===== src/rtl/cpc_ram_bank_ctrl.sv =====
// cpc_ram_bank_ctrl: CPC RAM-expansion CPLD core.
// Decodes RAM-config port writes into cfg/bank, then maps each 16K Z80
// region onto internal RAM or an expansion SRAM page. EXT_W extra bank bits
// come from the inverted low port address bits (&7Fxx down to &78xx at EXT_W=3).
module cpc_ram_bank_ctrl #(
   parameter  int EXT_W   = 0,
   localparam int BANK_W  = 3 + EXT_W,
   localparam int HIADR_W = 5 + EXT_W
) (
   input  logic               CLK,
   input  logic               RESET_B,
   input  logic               MREQ_B,
   input  logic               IOREQ_B,
   input  logic               RD_B,
   input  logic               WR_B,
   input  logic               M1_B,
   input  logic               RFSH_B,
   input  logic               ROMEN_B,
   input  logic [15:0]        A,
   input  logic [7:0]         D,
   input  logic               dip_en,
   output logic [HIADR_W-1:0] HIADR,
   output logic               RAMCS_B,
   output logic               RAMWE_B,
   output logic               RAMDIS
);

   logic              port_hit;
   logic              iowr;
   logic [BANK_W-1:0] bank_new;
   logic              s1_q, s_prev_q, s_prev_d;
   logic              s2_d, latch;
   logic [2:0]        cfg_q;
   logic [BANK_W-1:0] bank_q;
   logic [2:0]        page;
   logic              sel;

   // RD_B and A[7:0] play no part in decode; tie them off explicitly.
   logic unused_ok;
   assign unused_ok = &{1'b0, RD_B, A[7:0]};

   generate
      if (EXT_W == 0) begin : g_base
         assign port_hit = (A[14:8] == 7'h7F);
         assign bank_new = D[5:3];
      end else begin : g_ext
         assign port_hit = &A[14:8+EXT_W];
         assign bank_new = {~A[8+EXT_W-1:8], D[5:3]};
      end
   endgenerate

   // Port write: no int-ack, upper data bits 11 (gate-array writes use other codes).
   assign iowr = ~IOREQ_B & ~WR_B & M1_B & ~A[15] & (D[7:6] == 2'b11) & port_hit;

   // The capture flop itself acts as the second sync stage, so the update
   // lands on the second rising edge after iowr asserts. s_prev stays set
   // while the raw strobe is still high, so a write already in flight when
   // reset releases is swallowed instead of latched.
   assign s2_d     = s1_q;
   assign latch    = s2_d & ~s_prev_q;
   assign s_prev_d = s2_d | (s_prev_q & iowr);

   // Synchroniser, one-shot edge detect and config/bank registers.
   always_ff @(posedge CLK or negedge RESET_B) begin
      if (!RESET_B) begin
         s1_q     <= 1'b0;
         s_prev_q <= 1'b1;
         cfg_q    <= 3'd0;
         bank_q   <= '0;
      end else begin
         s1_q     <= iowr;
         s_prev_q <= s_prev_d;
         if (latch) begin
            cfg_q  <= D[2:0];
            bank_q <= bank_new;
         end
      end
   end

   // Page table: region A[15:14] under the current cfg; pages 4..7 are expansion.
   always_comb begin
      page = {1'b0, A[15:14]};
      case (cfg_q)
         3'd0:    page = {1'b0, A[15:14]};
         3'd1:    page = (A[15:14] == 2'd3) ? 3'd7 : {1'b0, A[15:14]};
         3'd2:    page = {1'b1, A[15:14]};
         3'd3: begin
            case (A[15:14])
               2'd0:    page = 3'd0;
               2'd1:    page = 3'd3;
               2'd2:    page = 3'd2;
               default: page = 3'd7;
            endcase
         end
         default: page = (A[15:14] == 2'd1) ? cfg_q : {1'b0, A[15:14]};
      endcase
   end

   // Expansion select and SRAM/RAMDIS drive; nothing here is stored.
   always_comb begin
      sel     = dip_en & ~MREQ_B & RFSH_B & ROMEN_B & page[2];
      HIADR   = {bank_q, (sel ? page[1:0] : 2'b00)};
      RAMCS_B = ~sel;
      RAMWE_B = ~(sel & ~WR_B);
      RAMDIS  = sel;
   end

endmodule

===== config.mk =====
export PLATFORM = sky130hd
export DESIGN_NAME = cpc_ram_bank_ctrl
export DESIGN_NICKNAME = d
export VERILOG_FILES = /design/src/rtl/cpc_ram_bank_ctrl.sv
export SDC_FILE = /design/constraint.sdc
export NUM_CORES = 1
export LEC_CHECK = 0
export ABC_AREA = 1
export CAP_MARGIN = 20
export CORE_MARGIN = 1
export CORE_UTILIZATION = 33
export CTS_CLUSTER_DIAMETER = 40
export DETAILED_ROUTE_END_ITERATION = 10
export HOLD_SLACK_MARGIN = 0.06
export PLACE_DENSITY = 0.83
export SLEW_MARGIN = 20
export SYNTH_ARGS = -nofsm -noshare
export SYNTH_HDL_FRONTEND = slang
export SYNTH_SLANG_ARGS = --single-unit

===== constraint.sdc =====
create_clock -name CLK -period 1.6 [get_ports CLK]
set_input_delay 0.32 -clock CLK [delete_from_list [all_inputs] [get_ports CLK]]
set_output_delay 0.32 -clock CLK [all_outputs]
set_load 0.03 [all_outputs]

==> key figures, run 1 <==
STA
  • Fin crit share: 100%
  • Least-Margin Pin Slew: 0.352 ns
  • Post-route minimum period: 1.60 ns
  • Final setup viols: 1
  • Slew headroom: 76.4%
  • Final Hold Vio Count: 0
  • Final hold slack: between 0.3 and 0.4 ns
  • Setup TNS: -0.00124 ns
  • Setup slack after layout: -0.00124 ns
  • RSZ-0062 raised after global routing: yes
  • Max Freq: approximately 620 MHz
  • Final Max Tran Viols: 0
  • Skew final: just under 0.008 ns

Clock network
  • # hold bufs at CTS: 0
  • Clock latency on the worst-skew pair: about 0.25 ns
  • CTS tree: yes
  • Clock Path Buffers: 2
  • TritonCTS Sinks: 8
  • Worst-path clk slew: 0.06 ns
  • CTS H-tree depth: 1
  • CTS Buf Count: 3
  • Root Driver: clkbuf_4

Die
  • # rows: 13
  • Die Ht: 40.7 um
  • Core ar.: around 1400 um2
  • Die W: between 40 and 50 um
  • Initial Util: approximately 37%
  • Die ar.: around 1700 um2
  • Io pins: between 40 and 50

Global route
  • Congestion Overflow GR: 0
  • First-pass GRT wire length: ~1.8 mm
  • Antenna violations before repair: 0
  • Largest net degree at the start of global routing: 13
  • Vias in the first global route: roughly 470
  • Gr usage total: 16.0%

Route
  • DR vias: between 500 and 600
  • DRC violations left: 0
  • Drt via density: ~4.4
  • Remaining antenna violation count after routing: 0
  • DRT Pass-1 Iters: 2
  • DRT iter0 DRCs: 3
  • Routed wire length: approximately 1.1 mm
  • WL/cell: roughly 9 um

Yosys
  • Post-synth EDFFs: 0
  • Synth top area share: a little over a third
  • Synthesized flop and latch total: 8
  • Synth Flop Type: dfrtp_1
  • Warnings from Yosys: 0
  • Cells after synthesis: 70
  • Mean post-synth cell area: between 7 and 8 um2
  • Synth area leaders: dfrtp_1 36%, nand2_1 17%, inv_1 9.9%
  • Syn Std Cell Area: between 400 and 500 um2
  • Most frequent cell after synthesis: nand2_1
  • Post-synth ARST share: 100%
  • List of most frequent post-synthesis cells: 22 x nand2_1, 13 x inv_1, 9 x nor2_1
  • Post-synthesis sequential area ratio: between 40% and 50%
  • Top cell type by total area after synthesis: dfrtp_1
  • Synth Net Count: around 100
  • Synth cell types: 14

Final layout
  • Fillers: 135
  • Final nets: ~140
  • Fin cells: ~120
  • Share of cells above drive strength 1: 22.4%
  • Multi-input gate area: between 200 and 250 um2
  • Synth-to-Final Area Change: 73.9%
  • FF/Latch Area: roughly 200 um2
  • Antenna cells: 0

Pwr
  • Total power: about 0.48 mW
  • VDD IR max: 310 uV
  • Pleak: 0.438 nW
  • Power per cell area: about 550 nW/um2

Worst setup path
  • CP Max Fanout: 4
  • R2R Setup Slk: 0.64 ns
  • CP endpoint kind: output pin
  • Crit start category: register
  • Crit path kind: register to output pin
  • Crit path required time: 1.28 ns
  • WP data arrival: 1.28 ns

Min path
  • HP Class: input port to asynchronous set/reset pin

Placed design
  • Input/output buffers: 32
  • GP Congestion: between 0.6 and 0.7
  • DP HPWL: roughly 910 um
  • Cells after DPL: between 100 and 150
  • Worst slack at placement: -0.202 ns

Run status
  • Failing checks: negative setup slack
  • Status: complete, but fails checks

Flow run
  • Number of max-cap violations: 0
cells by family (layout without fill, tap and decap cells):
logic type	Yosys count	count (layout)	share of synthesized area, %
and+or+nand+nor	40	40	34.0
buffers and inverters	15	52	12.9
DFF	8	8	40.9
AOI/OAI and AO/OA	7	7	12.2
where the power goes:
part | total [mW] | internal, mW | switching [mW]
logic | 0.104 | 0.0639 | 0.0398
clock network | 0.163 | 0.0953 | 0.0676
registers | 0.209 | 0.206 | 0.00275
per-layer routing:
layer  part of all wire (%)  up-vias  GRT usage (%)
met5                      0        -              0
met4                      0        0           7.50
met3                     10        0           1.63
met2                     49       24           30.2
met1                     41      227           17.6
li1                       -      284              -
worst paths after layout:
kind                                      start                    to  cells after the start
hold / removal                          RESET_B  cfg_q[2]$_DFFE_PN0P_                      1
setup reg to reg             s_prev_q$_DFF_PN1_  cfg_q[0]$_DFFE_PN0P_                      3
min in group CLK                 s1_q$_DFF_PN0_    s_prev_q$_DFF_PN1_                      2
hold reg to reg                  s1_q$_DFF_PN0_    s_prev_q$_DFF_PN1_                      2
max in group asynchronous               RESET_B    s_prev_q$_DFF_PN1_                      1
setup / recovery           cfg_q[0]$_DFFE_PN0P_              HIADR[0]                      4
final cells by class:
cell class	count	share of cell area, %
Timing Repair Buffer	34	37.7
Tap cell	15	2.19
Multi-Input combinational cell	47	27.4
Inverter	14	6.13
Sequential cell	8	23.5
Clock buffer	4	3.07
cells in the final DEF (no fill, tap or decap):
cell / Yosys / final
o31ai_1: 1 / 1
dfrtp_1: 7 / 7
inv_2: 1 / 2
or2_4: 1 / 1
and2_1: 1 / 1
clkdlybuf4s50_1: 0 / 18
clkbuf_1: 0 / 1
o21ai_2: 4 / 4
inv_1: 13 / 12
a21oi_2: 2 / 2
nand2_1: 22 / 21
clkbuf_4: 0 / 3
nor2_1: 9 / 7
buf_6: 1 / 3
dlygate4sd2_1: 0 / 9
nand3_1: 6 / 6
dfstp_2: 1 / 1
nor2_2: 1 / 3
nand2_2: 0 / 1
buf_4: 0 / 4
through the flow:
stage / util [%] / instance area [um2]
after floorplan: - / 495
after global placement: 60.6 / 818
after detailed placement: 60.6 / 818
after CTS: 62.4 / 842
after global routing: 63.5 / 857
final: 63.5 / 857
registers in the layout, summed over array words and instances, names as in the netlist:
signal	cells
s_prev_q	1
bank_q	3
cfg_q	3
s1_q	1
timing repair:
item | in CTS | in global routing
pin swaps | 6 | 1
buffers inserted | 0 | 1
endpoints found under the hold margin | 0 | 0
setup endpoints to repair | 8 | 4
resized for setup | 13 | 2
critical path, stage by stage (launching register included):
cell	delay, ns
dfrtp_1	0.41
buf_4	0.15
o31ai_1	0.26
nor2_2	0.07
buf_6	0.14
No activity file was read; power rests on OpenSTA's default activity.
==> run 2: changes to the inputs <==
- RECOVER_POWER: not set -> 100
==> run 2 against run 1 <==
Against the previous run:
- the flow still finishes with violations (negative setup slack)
- sequential share of layout area grew 0.069 points
- clock-buffer cell count stayed put
- clock power about the same
- clock skew about the same
- routed wire length stayed put
- die area stayed put
- largest power group unchanged
- first-iteration DRC count did not move
- non-clock buffer count is the same
- fmax is essentially flat
- worst setup slack is essentially flat
==> key figures, run 2 (same netlist as run 1, synthesis figures left out) <==
Run status
  • Status: complete, but fails checks
  • Failing checks: negative setup slack

STA
  • Setup slack after layout: -0.00121 ns
  • Least-Margin Pin Slew: between 0.8 and 0.9 ns
  • Skew final: ~0.0078 ns
  • Max Freq: 625 MHz
  • Final Max Tran Viols: 0
  • Final setup viols: 1
  • Fin crit share: 100%
  • Final Hold Vio Count: 0
  • RSZ-0062 raised after global routing: yes
  • Slew headroom: between 40% and 50%
  • Post-route minimum period: roughly 1.6 ns

Final layout
  • Final nets: 142
  • Fin cells: ~120
  • Antenna cells: 0
  • Synth-to-Final Area Change: 73.4%
  • Leading cell types in the layout, fill and taps excluded: 21 x nand2_1, 16 x clkdlybuf4s50_1, 12 x inv_1, 9 x dlygate4sd2_1
  • Share of cells above drive strength 1: a little over a fifth
  • Top Registers: bank_q x3, cfg_q x3
  • Core Util, Final: a little over three fifths
  • Fillers: between 100 and 150
  • Most common cell after layout, fill and taps aside: nand2_1

Worst setup path
  • Crit start category: register
  • CP endpoint kind: output pin
  • WP data arrival: about 1.3 ns
  • Crit path kind: register to output pin
  • CP Max Fanout: 4
  • Crit path required time: between 1 and 1.5 ns

Clock network
  • CTS Buf Count: 3
  • CTS H-tree depth: 1
  • Clock latency on the worst-skew pair: between 0.2 and 0.3 ns
  • # hold bufs at CTS: 0
  • CTS tree: yes
  • TritonCTS Sinks: 8
  • Worst-path clk slew: around 0.060 ns
  • Clock Path Buffers: 2
  • Root Driver: clkbuf_4

Pwr
  • VDD IR max: 310 uV
  • Power per cell area: approximately 560 nW/um2
  • Pleak: roughly 0.44 nW

Placed design
  • Cells after DPL: 117
  • DP HPWL: 909 um
  • Input/output buffers: 32
  • GP Congestion: 0.658

Route
  • DRC violations left: 0
  • DRT Pass-1 Iters: 2
  • Remaining antenna violation count after routing: 0
  • DR vias: roughly 530
  • Routed wire length: 1.13 mm
  • DRT iter0 DRCs: 3
  • WL/cell: 9.25 um
  • Drt via density: ~4.4

Min path
  • HP Class: input port to asynchronous set/reset pin

Global route
  • Largest net degree at the start of global routing: 13
  • Vias in the first global route: about 470
  • Gr usage total: approximately 16%
  • Antenna violations before repair: 0
  • Congestion Overflow GR: 0
  • First-pass GRT wire length: 1.76 mm

Die
  • Die W: slightly above 40 um
  • Initial Util: 36.5%
  • Io pins: 42
  • # rows: 13
  • Die ar.: about 1700 um2
  • Core ar.: approximately 1400 um2
  • Die Ht: 40.7 um

Flow run
  • Number of max-cap violations: 0
[run 2: cell count changes in the layout (fill, tap and decap cells not counted), sizes merged]
| cell | delta |
|---|---|
| clkdlybuf4s50 | -2 |
| dlygate4sd3 | +2 |
[run 2: path summary, 6_finish.rpt]
kind	slack, ns	depth (start not counted)	startpoint	endpoint
worst max register to register	0.15	3	s_prev_q$_DFF_PN1_	bank_q[0]$_DFFE_PN0P_
worst min-delay path	0.41	1	RESET_B	cfg_q[2]$_DFFE_PN0P_
max in group asynchronous	0.88	1	RESET_B	s_prev_q$_DFF_PN1_
min in group CLK	0.45	2	s1_q$_DFF_PN0_	s_prev_q$_DFF_PN1_
worst min register to register	0.45	2	s1_q$_DFF_PN0_	s_prev_q$_DFF_PN1_
worst max-delay path	-0.001	4	cfg_q[0]$_DFFE_PN0P_	HIADR[0]
[run 2: report_power, final]
part	switching, mW	internal [mW]	leakage, nW
sequential	0.00275	0.206	0.0827
clock	0.0677	0.0953	0.0150
combinational	0.0398	0.0629	0.338
total	0.110	0.364	0.436
[run 2: area by class of cell]
type                    instances  area [um2]  area share, %
multi-input cells              47         233           27.2
well taps                      15        18.8           2.20
inverters                      14        52.6           6.15
clock buffers                   4        26.3           3.07
flip-flops and latches          8         201           23.6
repair buffers                 34         323           37.8
[run 2: metrics by stage]
stage	area [um2]	total power [mW]	setup slack, ns	TNS, ns	hold slack (ns)
finish	855	0.474	-0.00121	-0.00121	0.409
global route	855	0.508	-0.0682	-0.197	0.421
CTS	842	0.483	0.00570	0	0.344
floorplan	495	0.244	0.00522	0	0.0244
global placement	818	0.315	-0.195	-0.661	0.432
detailed placement	818	0.318	-0.202	-0.709	0.442
[run 2: worst max-delay path: stages, from the launching register on]
cell	delay (ns)
dfrtp_1	0.41
buf_4	0.15
o31ai_1	0.26
nor2_2	0.07
buf_6	0.14
[run 2: repair_timing]
item,4_1_cts,5_1_grt
buffers inserted,0,1
setup endpoints to repair,8,4
pin swaps,6,1
gates cloned,0,0
resized for setup,13,2
[run 2: routing by layer]
| layer | GRT usage (%) | wire, um | vias to the layer above |
|---|---|---|---|
| met5 | 0 | 0 | - |
| met4 | 7.50 | 0 | 0 |
| met3 | 1.63 | 114 | 0 |
| met2 | 30.2 | 541 | 24 |
| met1 | 17.6 | 474 | 225 |
| li1 | - | - | 284 |
